## src/rtl/icebus_scheduler.sv

```systemverilog
// Bus-ownership scheduler for the half-duplex motor bus: arbitrates frame requesters,
// waits for replies with a timeout window, then enforces a turnaround guard gap.
// Build option: define ICEBUS_ROUND_ROBIN_EN for round-robin arbitration (default: fixed priority).
module icebus_scheduler #(
  parameter int NUMBER_OF_REQUESTERS = 4
) (
  input  logic                            clk,
  input  logic                            reset,
  input  logic [NUMBER_OF_REQUESTERS-1:0] req,
  input  logic [NUMBER_OF_REQUESTERS-1:0] rsp_expected,
  input  logic [NUMBER_OF_REQUESTERS-1:0] frame_done,
  input  logic                            rx_frame_valid,
  input  logic [31:0]                     timeout_cycles,
  input  logic [15:0]                     guard_cycles,
  output logic [NUMBER_OF_REQUESTERS-1:0] grant,
  output logic [2:0]                      owner,
  output logic                            bus_busy,
  output logic                            timeout,
  output logic [15:0]                     timeout_count
);
  localparam int N = NUMBER_OF_REQUESTERS;

  typedef enum logic [1:0] {IDLE, GRANT, WAIT_RESPONSE, GUARD} state_t;

  state_t         r_state;
  logic [N-1:0]   r_grant;
  logic [2:0]     r_owner;
  logic           r_busy;
  logic           r_timeout;
  logic [15:0]    r_timeout_count;
  logic [31:0]    r_cnt;
  logic           r_rsp;

  logic [2:0]     w_winner;
  logic [N-1:0]   w_onehot;
  logic           w_any;
  logic           w_rsp_sel;
  logic           w_own_done;
  logic           w_own_req;

`ifdef ICEBUS_ROUND_ROBIN_EN
  logic [2:0]     r_rr_ptr;
  logic [2:0]     w_win_hi;
  logic [2:0]     w_win_lo;
  logic           w_found_hi;

  // Lowest requester at or above the pointer wins; otherwise wrap to the lowest overall.
  always_comb begin
    w_win_hi   = '0;
    w_win_lo   = '0;
    w_found_hi = 1'b0;
    for (int i = N - 1; i >= 0; i--) begin
      if (req[i]) w_win_lo = 3'(i);
      if (req[i] && (i >= int'(r_rr_ptr))) begin
        w_win_hi   = 3'(i);
        w_found_hi = 1'b1;
      end
    end
    w_winner = w_found_hi ? w_win_hi : w_win_lo;
  end
`else
  always_comb begin
    w_winner = '0;
    for (int i = N - 1; i >= 0; i--) begin
      if (req[i]) w_winner = 3'(i);
    end
  end
`endif

  always_comb begin
    w_onehot = '0;
    for (int i = 0; i < N; i++) w_onehot[i] = (w_winner == 3'(i));
  end

  assign w_any      = |req;
  assign w_rsp_sel  = |(rsp_expected & w_onehot);
  // r_grant is the owner's one-hot, so masking avoids indexing by owner.
  assign w_own_done = |(frame_done & r_grant);
  assign w_own_req  = |(req & r_grant);

  always_ff @(posedge clk) begin
    if (!reset) begin
      r_state         <= IDLE;
      r_grant         <= '0;
      r_owner         <= '0;
      r_busy          <= 1'b0;
      r_timeout       <= 1'b0;
      r_timeout_count <= '0;
      r_cnt           <= '0;
      r_rsp           <= 1'b0;
`ifdef ICEBUS_ROUND_ROBIN_EN
      r_rr_ptr        <= '0;
`endif
    end else begin
      r_timeout <= 1'b0;
      case (r_state)
        IDLE: begin
          if (w_any) begin
            r_grant <= w_onehot;
            r_owner <= w_winner;
            r_rsp   <= w_rsp_sel;
            r_busy  <= 1'b1;
            r_state <= GRANT;
`ifdef ICEBUS_ROUND_ROBIN_EN
            r_rr_ptr <= (w_winner == 3'(N - 1)) ? 3'd0 : w_winner + 3'd1;
`endif
          end
        end
        GRANT: begin
          if (w_own_done) begin
            r_grant <= '0;
            if (r_rsp) begin
              r_state <= WAIT_RESPONSE;
              r_cnt   <= timeout_cycles;
            end else begin
              r_state <= GUARD;
              r_cnt   <= {16'd0, guard_cycles};
            end
          end else if (!w_own_req) begin
            // Requester withdrew mid-frame: release the bus without a reply window.
            r_grant <= '0;
            r_state <= GUARD;
            r_cnt   <= {16'd0, guard_cycles};
          end
        end
        WAIT_RESPONSE: begin
          if (rx_frame_valid) begin
            r_state <= GUARD;
            r_cnt   <= {16'd0, guard_cycles};
          end else if (r_cnt == 32'd0) begin
            r_timeout <= 1'b1;
            if (r_timeout_count != 16'hFFFF) r_timeout_count <= r_timeout_count + 16'd1;
            r_state <= GUARD;
            r_cnt   <= {16'd0, guard_cycles};
          end else begin
            r_cnt <= r_cnt - 32'd1;
          end
        end
        GUARD: begin
          if (r_cnt == 32'd0) begin
            r_state <= IDLE;
            r_busy  <= 1'b0;
          end else begin
            r_cnt <= r_cnt - 32'd1;
          end
        end
        default: begin
          r_state <= IDLE;
          r_grant <= '0;
          r_busy  <= 1'b0;
        end
      endcase
    end
  end

  assign grant         = r_grant;
  assign owner         = r_owner;
  assign bus_busy      = r_busy;
  assign timeout       = r_timeout;
  assign timeout_count = r_timeout_count;

endmodule

```

## config.mk

```make
export PLATFORM = sky130hd
export DESIGN_NAME = icebus_scheduler
export DESIGN_NICKNAME = d
export VERILOG_FILES = /design/src/rtl/icebus_scheduler.sv
export SDC_FILE = /design/constraint.sdc
export NUM_CORES = 1
export LEC_CHECK = 0
export ABC_AREA = 1
export ABC_CLOCK_PERIOD_IN_PS = 5650
export BUFFER_PORTS_ARGS = -buffer_cell sky130_fd_sc_hd__buf_4
export CAP_MARGIN = 20
export CORE_MARGIN = 2
export CORE_UTILIZATION = 40
export CTS_CLUSTER_SIZE = 12
export DETAILED_ROUTE_END_ITERATION = 12
export PLACE_DENSITY = 0.64
export SYNTH_ARGS = -nofsm -noshare
export SYNTH_HDL_FRONTEND = slang
export SYNTH_SLANG_ARGS = --single-unit
```

## constraint.sdc

```tcl
create_clock -name clk -period 5.65 [get_ports clk]
set_input_delay 0.565 -clock clk [delete_from_list [all_inputs] [get_ports clk]]
set_output_delay 0.565 -clock clk [all_outputs]
set_load 0.05 [all_outputs]
```

Word level (Yosys, flattened, before mapping):

Cells that the tools add are included.

* output and inout port bits: 25
* flip-flop bits (word level): 60
* word-level logic and storage cells: 72

* multiplexer cells: 27
* equal/unequal tests: 12
* add/sub/neg operators: 2
* reduce and logical (&&, ||, !) cells: 17
* bitwise logic cells: 6

Operator list (count)
* 2-to-1 mux 32 bit: 6
* case mux 32 bit (3 select lines): 1
* logical NOT 32 bit: 1
* subtractor 32 x 1 -> 32 bit (second input constant): 1
* adder 16 x 1 -> 16 bit (second input constant): 1
* inequality test 16 bit (second input constant): 1
* OR reduction 4 bit: 4
* 2-to-1 mux 2 bit: 7
* bitwise AND 4 bit: 3
* 2-to-1 mux 4 bit: 3
* 2-to-1 mux 3 bit: 3
* AND reduction 3 bit: 3
* case mux 2 bit (4 select lines): 1
* case mux 4 bit (2 select lines): 1
* AND reduction 4 bit: 2
* equality test 3 x 2 -> 1 bit (second input constant): 2
* inequality test 2 bit (second input constant): 3
* inequality test 3 bit (second input constant): 2
* equality test 2 bit (second input constant): 2
* 2-to-1 mux 1 bit: 4
* nonzero test 2 bit: 2
* equality test 3 x 1 -> 1 bit (second input constant): 1
* logical NOT 3 bit: 1
* inverter 1 bit: 3
* other kinds (6): 6

Longest topological paths before layout:

Gate-level depths: netlist (run 1).

* depth after elaboration: 7
* gate-level depth with buffers: 14
* gate-level depth less buffers: 13

Worst setup path after synthesis (run 1):

No wires, ideal clock.

* kind: flip-flop to flip-flop
* start point: reg r_timeout_count[0] (netlist: timeout_count[0])
* end point: reg r_timeout_count[15] (netlist: timeout_count[15])
* data required time: 5580 ps
* stages on the path, launching flop included: 11
* data arrival time: 1959 ps
* setup slack: 3621 ps
* path buffers: 1
* cell sequence: dfxtp_1 -> ha_1 -> inv_1 -> nor2_1 -> nand2_1 -> nor2_1 -> nor2_2 -> nand3_2 -> buf_4 -> nand2_1 -> a21oi_1

* longest elaborated chain between the ends: 2

Ends and longest elaborated chain
* start: declaration: RTL line 30 `logic [15:0] r_timeout_count;`
* start signal: assignment: RTL line 132 `if (r_timeout_count != 16'hFFFF) r_timeout_count <= r_timeout_count + 16'd1;`
* branches (longest 2 deep; another with adder 16 x 1 -> 16 bit)

Several ways; the timed one is not identified.
A chain may end at the register's enable or synchronous reset.

Final worst setup path (run 1):

* start point: reg r_state[0]
* end point: reg r_cnt[0]

* longest elaborated chain between the ends: 3

Ends and longest elaborated chain
* start: declaration: RTL line 25 `state_t r_state;`
* start signal: assignment: RTL line 83 `r_state <= IDLE;`
* start signal: assignment: RTL line 103 `r_state <= GRANT;`
* start signal: assignment: RTL line 113 `r_state <= WAIT_RESPONSE;`
* equality test 2 x 1 -> 1 bit / equality test 2 bit (equally long branches): RTL line 96 `case (r_state)`
* inequality test 3 bit (no source line), or another cell as far along
* AND reduction 3 bit (no source line)
* end signal: assignment: RTL line 114 `r_cnt <= timeout_cycles;`
* end signal: assignment: RTL line 117 `r_cnt <= {16'd0, guard_cycles};`
* end signal: assignment: RTL line 123 `r_cnt <= {16'd0, guard_cycles};`
* end: declaration: RTL line 31 `logic [31:0] r_cnt;`

Several ways; a longest one is shown, not always the timed one.

==> results of run 1 <==
[final timing paths]
check	startpoint	to	slack, ps	cells after the start
setup / recovery	r_state[0]	r_cnt[0]	3010	9
hold / removal	rx_frame_valid	timeout	410	2
setup reg to reg	r_state[0]	r_cnt[0]	3010	9
hold reg to reg	owner[1]	owner[1]	470	2
[final cells by class]
type	count	area [um^2]	share of cell area [%]
timing repair buffer	87	673.1	12.19
clock inverter	5	30.03	0.5436
tap	140	175.2	3.171
clock buffer	10	239.0	4.326
sequential	59	1181	21.38
inverter	107	404.1	7.316
multi-input combinational	575	2821	51.08
[cells in the mapped netlist (all sizes together), types with 2 or more instances]
| cell type | n |
|---|---|
| nand2 | 215 |
| inv | 106 |
| a21oi | 99 |
| nor2 | 87 |
| dfxtp | 59 |
| nand3 | 48 |
| o21ai | 36 |
| xor2 | 29 |
| nand4 | 24 |
| clkbuf | 15 |
| buf | 13 |
| nor3 | 10 |
| xnor2 | 9 |
| ha | 8 |
| a31oi | 2 |
| o211ai | 2 |
| or2 | 2 |
[report_power, final]
part	internal, W	switching [W]	leakage (nW)
registers	0.000550	0.000154	0.484
clock network	0.000303	0.000193	0.130
logic	0.000563	0.00109	2.09
total	0.00142	0.00144	2.71
[sequential cells by signal (all words and copies together) (netlist names)]
register and count:
r_cnt 32, timeout 1, r_rsp 1, timeout_count 16, bus_busy 1, grant 4, r_state 2, owner 2
[cells by family (layout without fill, tap and decap cells)]
logic type                 Yosys count  count (layout)  synth area share, %
xor gates and xnor gates            38              38                7.298
DFF                                 59              59                25.90
adders and majority gates            8               8                2.195
other                                1               1              0.08223
buffers and inverters              135             209                12.24
and+or+nand+nor                    387             387                36.49
AOI/OAI and AO/OA                  141             141                15.80
[per-layer routing]
| metal | part of all wire [%] | wire (um) | vias up | GRT usage [%] |
|---|---|---|---|---|
| li1 | - | - | 2590 | - |
| met1 | 44 | 5565 | 2303 | 25.07 |
| met2 | 50 | 6324 | 103 | 36.73 |
| met3 | 3.9 | 491 | 20 | 4.319 |
| met4 | 1.3 | 167 | 0 | 6.083 |
| met5 | 0 | 0 | - | 0 |
[worst max-delay path: cells and delay by family, from the launching register on]
family                   cells  cell delay, ps
buffers and inverters        2             370
flip-flops                   1             410
AO/OA/AOI/OAI                2             190
AND/OR/NAND/NOR              4            1190
adder cells (fa/ha/maj)      1             420
[through the flow]
stage	instances	utilization, %	total power, W
after floorplan	769	-	0.002013
after global placement	967	47.60	0.002291
after detailed placement	968	47.85	0.002349
after CTS	983	50.30	0.002868
after global routing	983	50.30	0.003150
final	983	50.30	0.002857
==> results.toml, run 1 <==
[synthesis]
syn_avg_cell_area_um2 = 5.931
synthTopCellsByArea = "dfxtp_1 26%, nand2_1 17%, a21oi_1 11%"
synth-seq-cells = 59
syn_area_mm2 = 0.004561
synth_edf_count = 0
syn_inst = 769
synth_nets = 840
synthDistinctLibCells = 33
yosysWarnings = 0
synthArstFlopShare_pct = 0
synth_top_area_share_pct = 25.90
synth_top_flop_cell = "dfxtp_1"
synth_top_area_cell = "dfxtp_1"
ys_seq_area_share_pct = 25.90

[final_layout]
area_delta_synth_final_pct = 21.12
num_antenna_cells = 0
mostFrequentLayoutCells = "210 x nand2_1, 102 x inv_1, 99 x a21oi_1"
final_area_mm2 = 0.005524
layout_commonest_cell = "nand2_1"
fin_nets = 910
drive_gt1_share_pct = 14.71
fillers = 1147

[route]
wl_per_cell_um = 12.77
first_pass_iters = 5
via_per_inst = 5.103
totalWireLength_mm = 12.55
drc = 0
ant_nets = 0
drt_iter0_markers = 392
vias = 5016

[floorplan]
row_count = 38
core_mm2 = 0.01098
dieHeight_um = 110.8
start_util_pct = 41.52
die_area_mm2 = 0.01227
num_io_pins = 88
die_w_um = 110.8

[sta]
fin_worst_skew_ps = 7.368
hold_ws_ps = 414.4
finalCritPeriodShare_pct = 46.81
hold_viol_final = 0
rsz0062_at_grt = "no"
worst_slew_pin_slew_ps = 841.7
finalSetupTns_ps = 0
fin_crit_ps = 2645
slew_headroom_pct = 43.68
fmax_mhz = 378.1
setup_ws_ps = 3005
drv_slew = 0
setup_viol = 0

[global_route]
grt_usage_pct = 20.67
grt_pass1_wl_mm = 21.62
antenna_found_initial = 0
grt-ovfl-total = 0
grt_max_degree = 38
first_global_vias = 4769

[setup_path]
path_class = "flip-flop to flip-flop"
critPathCaptureType = "flip-flop"
cp.required_ps = 5910
critical_path.max_stage_delay_ps = 660
cp_cell_sequence = "inv_1 -> ha_1 -> nor2_1 -> inv_1 -> nor2_2 -> nand2_1 -> nand3_1 -> a21oi_1 -> a21oi_1"
cp_slowest_cell = "nor2_2"
cp_max_fo = 18
worstSetupStartpointType = "flip-flop"
arrival_ps = 2910

[clock_network]
cts_buffers = 9
cts_sinks = 59
cts_resized = 0
cts.clk_slew.worst_paths_ps = 50
cts_htree_levels = 3
clk_latency_ps = 330
hold_buffers = 0
clk_path_buf_depth = 2
cts_root_buf = "clkbuf_16"
post_cts_buffers = 0
cts_tree = "done"

[place]
place_ws_ps = 2762
place.gp.congestion = 0.8783
hpwl_mm = 9.317
place_area_mm2 = 0.005255
numPortBuffers = 86

[power_and_ir_drop]
p_leak_nw = 2.708
ir_drop_mv = 0.2324
powerDensity_mw_per_mm2 = 517.2

[job]
cap_violations = 0

[hold_path]
hold_path.class = "primary input to flip-flop"

[outcome]
status = "finished clean"
No activity file was read; power rests on OpenSTA's default activity.
==> run 2: changes to the inputs <==
--- a/config.mk
+++ b/config.mk
@@ -6,14 +6,14 @@
 export NUM_CORES = 1
 export LEC_CHECK = 0
 export ABC_AREA = 1
-export ABC_CLOCK_PERIOD_IN_PS = 5650
+export ABC_CLOCK_PERIOD_IN_PS = 2100
 export BUFFER_PORTS_ARGS = -buffer_cell sky130_fd_sc_hd__buf_4
 export CAP_MARGIN = 20
 export CORE_MARGIN = 2
 export CORE_UTILIZATION = 40
 export CTS_CLUSTER_SIZE = 12
 export DETAILED_ROUTE_END_ITERATION = 12
-export PLACE_DENSITY = 0.64
+export PLACE_DENSITY = 0.66
 export SYNTH_ARGS = -nofsm -noshare
 export SYNTH_HDL_FRONTEND = slang
 export SYNTH_SLANG_ARGS = --single-unit
==> constraint.sdc (replaced) <==
create_clock -name clk -period 2.1 [get_ports clk]
set_input_delay 0.21 -clock clk [delete_from_list [all_inputs] [get_ports clk]]
set_output_delay 0.21 -clock clk [all_outputs]
set_load 0.05 [all_outputs]
==> results.toml, run 2 (synthesis results as in run 1) <==
[sta]
fmax_mhz = 525.8
fin_crit_ps = 1902
finalSetupTns_ps = 0
setup_viol = 0
drv_slew = 0
finalCritPeriodShare_pct = 90.57
worst_slew_pin_slew_ps = 660.5
hold_viol_final = 0
hold_ws_ps = 70.81
fin_worst_skew_ps = 9.851
rsz0062_at_grt = "no"
slew_headroom_pct = 55.90

[setup_path]
cp_max_fo = 18
crit_family = "simple AND/OR/NAND/NOR gates"
timing.rr.end = "r_state[1]"
worstSetupStartpointType = "flip-flop"
cp_cell_sequence = "inv_1 -> ha_1 -> nand2_1 -> nor2_1 -> nand2_2 -> nor2_8 -> buf_6 -> nor2_1 -> nor2_1 -> nand2_1 -> nand2_1 -> a21oi_1"
critPathCaptureType = "flip-flop"
cp.required_ps = 2280
path_buf_inv = 2
arrival_ps = 2080
reg2regPathDepth = 12
critical_path.max_stage_delay_ps = 320
path_class = "flip-flop to flip-flop"
cp_slowest_cell = "dfxtp_1"
rrSetupSlack_ps = 200
r2r-start = "r_cnt[0]"

[floorplan]
core_mm2 = 0.01098
die_area_mm2 = 0.01227
row_count = 38
start_util_pct = 41.52
num_io_pins = 88
dieHeight_um = 110.8
die_w_um = 110.8

[power_and_ir_drop]
p_leak_nw = 2.781
p_sw_share_pct = 49.57
ir_drop_mv = 0.5824
clockPowerShare_pct = 18.4
power_frac_seq_pct = 23.4
powerDensity_mw_per_mm2 = 1409
p_int_w = 0.004013
comb_power_share_pct = 58.2
p_switching_w = 0.003945

[route]
wl_per_cell_um = 12.73
drt_iter0_markers = 264
vias = 5039
via_per_inst = 5.059
first_pass_iters = 4
ant_nets = 0
drc = 0
totalWireLength_mm = 12.68

[place]
place.gp.congestion = 0.8844
placed_cells = 980
numPortBuffers = 86
hpwl_mm = 9.415
place_area_mm2 = 0.005338

[clock_network]
clk_path_buf_depth = 2
hold_buffers = 0
cts.clk_slew.worst_paths_ps = 60
clk_latency_ps = 330
cts_resized = 0
cts_root_buf = "clkbuf_16"
cts_buffers = 9
post_cts_buffers = 0
cts_sinks = 59
cts_tree = "done"
cts_htree_levels = 3

[final_layout]
fin_nets = 922
mostFrequentLayoutCells = "209 x nand2_1, 102 x inv_1, 99 x a21oi_1"
fin_cells = 996
drive_gt1_share_pct = 16.00
fin_util_pct = 51.42
num_antenna_cells = 0
regMostFlops = "r_cnt"
area_delta_synth_final_pct = 23.84
final_area_mm2 = 0.005648
largest_reg_flops = 32
layout_commonest_cell = "nand2_1"

[global_route]
grt_pass1_wl_mm = 21.34
antenna_found_initial = 0
first_global_vias = 4776
grt-ovfl-total = 0
grt_max_degree = 38
grt_usage_pct = 20.45

[hold_path]
hold_path.class = "primary input to flip-flop"
holdCritStartpoint = "rx_frame_valid"
min_to = "timeout"
whs_path_depth = 2

[outcome]
status = "finished clean"

[job]
cap_violations = 0
-- run 2: stage by stage --
stage	power, W	setup slack [ps]
after floorplan	0.005415	71.07
after global placement	0.006376	193.1
after detailed placement	0.006445	164.9
after CTS	0.007962	113.3
after global routing	0.008702	34.90
final	0.007958	198.1
-- run 2: how the worst max path moves through the flow --
stage                     start           endpoint  slack, ps  cells past startpoint
2_1_floorplan  timeout_count[0]  timeout_count[15]         70                     10
3_3_place_gp           r_cnt[0]   timeout_count[8]        190                     10
3_5_place_dp           r_cnt[0]   timeout_count[2]        160                     10
4_1_cts                r_cnt[0]   timeout_count[0]        110                     10
5_1_grt                r_cnt[0]          r_cnt[10]         30                     14
6_report               r_cnt[0]         r_state[1]        200                     12
-- run 2: cell type report --
| cell class | count | area, um^2 |
|---|---|---|
| Fill cell | 1169 | 5335 |
| Multi-Input combinational cell | 575 | 2831 |
| Sequential cell | 59 | 1181 |
| Timing Repair Buffer | 99 | 759.5 |
| Inverter | 107 | 406.6 |
| Clock buffer | 10 | 229.0 |
| Tap cell | 140 | 175.2 |
| Clock inverter | 6 | 65.06 |
-- run 2: power by group through the flow --
| stage | combinational [W] | clock [W] | sequential, W |
|---|---|---|---|
| finish | 0.00463 | 0.00146 | 0.00186 |
| global route | 0.00526 | 0.00154 | 0.00191 |
| CTS | 0.00462 | 0.00150 | 0.00185 |
| detailed placement | 0.00458 | 0 | 0.00187 |
| global placement | 0.00453 | 0 | 0.00184 |
| floorplan | 0.00350 | 0 | 0.00192 |
-- run 2: worst reg2reg max path: cells and delay by family (launching register included) --
family	cells	cell delay, ps
adder cells (fa/ha/maj)	1	200
AND/OR/NAND/NOR	8	860
AO/OA/AOI/OAI	1	50
buffers and inverters	2	320
flip-flops	1	320
-- run 2: per-layer routing --
metal | vias up | part of all wire [%] | global-route usage [%]
met1 | 2296 | 44 | 24.10
li1 | 2612 | - | -
met5 | - | 0 | 0
met2 | 120 | 50 | 37.01
met3 | 11 | 4.5 | 3.718
met4 | 0 | 1.1 | 7.167
==> run 3: changes to the inputs <==
--- a/config.mk
+++ b/config.mk
@@ -9,6 +9,7 @@
 export ABC_CLOCK_PERIOD_IN_PS = 2100
 export BUFFER_PORTS_ARGS = -buffer_cell sky130_fd_sc_hd__buf_4
 export CAP_MARGIN = 20
+export CORE_ASPECT_RATIO = 0.5
 export CORE_MARGIN = 2
 export CORE_UTILIZATION = 40
 export CTS_CLUSTER_SIZE = 12
==> results.toml, run 3 (synthesis results as in run 1) <==
[outcome]
status = "finished clean"

[sta]
fin_crit_ps = 1853
finalCritPeriodShare_pct = 88.23
fmax_mhz = 539.7
slew_headroom_pct = 52.30
setup_viol = 0
rsz0062_at_grt = "no"
fin_worst_skew_ps = 5.439
hold_viol_final = 0
hold_ws_ps = 69.56
finalSetupTns_ps = 0
worst_slew_pin_slew_ps = 714.5
drv_slew = 0

[clock_network]
clk_latency_ps = 330
cts_htree_levels = 3
cts_buffers = 9
cts_sinks = 59
cts.clk_slew.worst_paths_ps = 50
post_cts_buffers = 0
hold_buffers = 0
clk_path_buf_depth = 2
cts_tree = "done"
cts_root_buf = "clkbuf_16"
cts_resized = 0

[route]
ant_nets = 0
totalWireLength_mm = 12.26
wl_per_cell_um = 12.27
drt_iter0_markers = 186
drc = 0
vias = 4915
first_pass_iters = 4
via_per_inst = 4.920

[setup_path]
arrival_ps = 2080
worstSetupStartpointType = "flip-flop"
critPathCaptureType = "flip-flop"
path_buf_inv = 3
cpMostUsedCell = "nand2_1"
critical_path.max_stage_delay_ps = 350
crit_family = "simple AND/OR/NAND/NOR gates"
cp_slowest_cell = "dfxtp_1"
cp_cell_sequence = "nor2_4 -> nand2_2 -> inv_2 -> nand2_1 -> nor2_1 -> nand2_1 -> nand2_1 -> nand2_1 -> buf_6 -> nand2_1 -> nand3_1 -> nand2_1 -> inv_1"
path_class = "flip-flop to flip-flop"
cp.required_ps = 2330
cp_max_fo = 32

[final_layout]
fillers = 1176
fin_nets = 921
drive_gt1_share_pct = 15.57
fin_util_pct = 51.08
layout_commonest_cell = "nand2_1"
area_delta_synth_final_pct = 23.73
num_antenna_cells = 0
mostFrequentLayoutCells = "210 x nand2_1, 102 x inv_1, 99 x a21oi_1"
largest_reg_flops = 32
regMostFlops = "r_cnt"

[floorplan]
core_mm2 = 0.01105
num_io_pins = 88
start_util_pct = 41.28
die_w_um = 155.0
dieHeight_um = 79.51
die_area_mm2 = 0.01232
row_count = 27

[power_and_ir_drop]
powerDensity_mw_per_mm2 = 1400
power_frac_seq_pct = 23.8
p_switching_w = 0.003827
p_sw_share_pct = 48.46
ir_drop_mv = 0.5180
clockPowerShare_pct = 18.7
comb_power_share_pct = 57.5
p_int_w = 0.004070
p_leak_nw = 2.780

[place]
place.gp.congestion = 0.8443
hpwl_mm = 9.066
numPortBuffers = 86

[global_route]
grt.met2_usage_pct = 34.27
first_global_vias = 4507
grt_max_degree = 38
grt_usage_pct = 20.79
antenna_found_initial = 0
grt-ovfl-total = 0
grtUsageMet1_pct = 27.76
grt_pass1_wl_mm = 20.99
met3_usage_pct = 4.506
busiest_layer = "met2"

[job]
cap_violations = 0

[hold_path]
hold_path.class = "primary input to flip-flop"
run 3: final timing paths:
path,cells after the start,slack (ps),startpoint,to
worst max-delay path,13,250,r_cnt[8],r_cnt[11]
worst min-delay path,2,70,rx_frame_valid,timeout
worst max register to register,13,250,r_cnt[8],r_cnt[11]
worst min register to register,2,470,owner[1],owner[1]
run 3: routing by layer:
metal | part of all wire [%] | vias up | routed length, um
met5 | 0 | - | 0
met4 | 1.1 | 0 | 138
met3 | 3.8 | 12 | 471
met2 | 45 | 81 | 5516
met1 | 50 | 2207 | 6132
li1 | - | 2615 | -
run 3: cell type report:
cell class | count | area (um^2) | share of cell area, %
Inverter | 107 | 404.1 | 7.162
Timing Repair Buffer | 98 | 752.0 | 13.33
Clock inverter | 2 | 35.03 | 0.6208
Tap cell | 145 | 181.4 | 3.215
Multi-Input combinational cell | 575 | 2829 | 50.13
Clock buffer | 13 | 260.3 | 4.612
Sequential cell | 59 | 1181 | 20.93
run 3: metrics by stage:
stage | setup WS, ps | total power (W) | cell area, um^2 | std cells
after CTS | 182.8 | 0.007926 | 5632 | 999
final | 247.2 | 0.007898 | 5643 | 999
after detailed placement | 221.0 | 0.006400 | 5336 | 984
after global routing | 19.81 | 0.008696 | 5643 | 999
after global placement | 225.6 | 0.006354 | 5336 | 984
after floorplan | 71.07 | 0.005415 | 4561 | 769
run 3: power by group through the flow:
stage	clock [W]	sequential [W]	combinational (W)
2_1_floorplan	0	0.00192	0.00350
3_3_place_gp	0	0.00189	0.00446
3_5_place_dp	0	0.00189	0.00451
4_1_cts	0.00150	0.00187	0.00455
5_1_grt	0.00156	0.00193	0.00521
6_report	0.00148	0.00188	0.00454
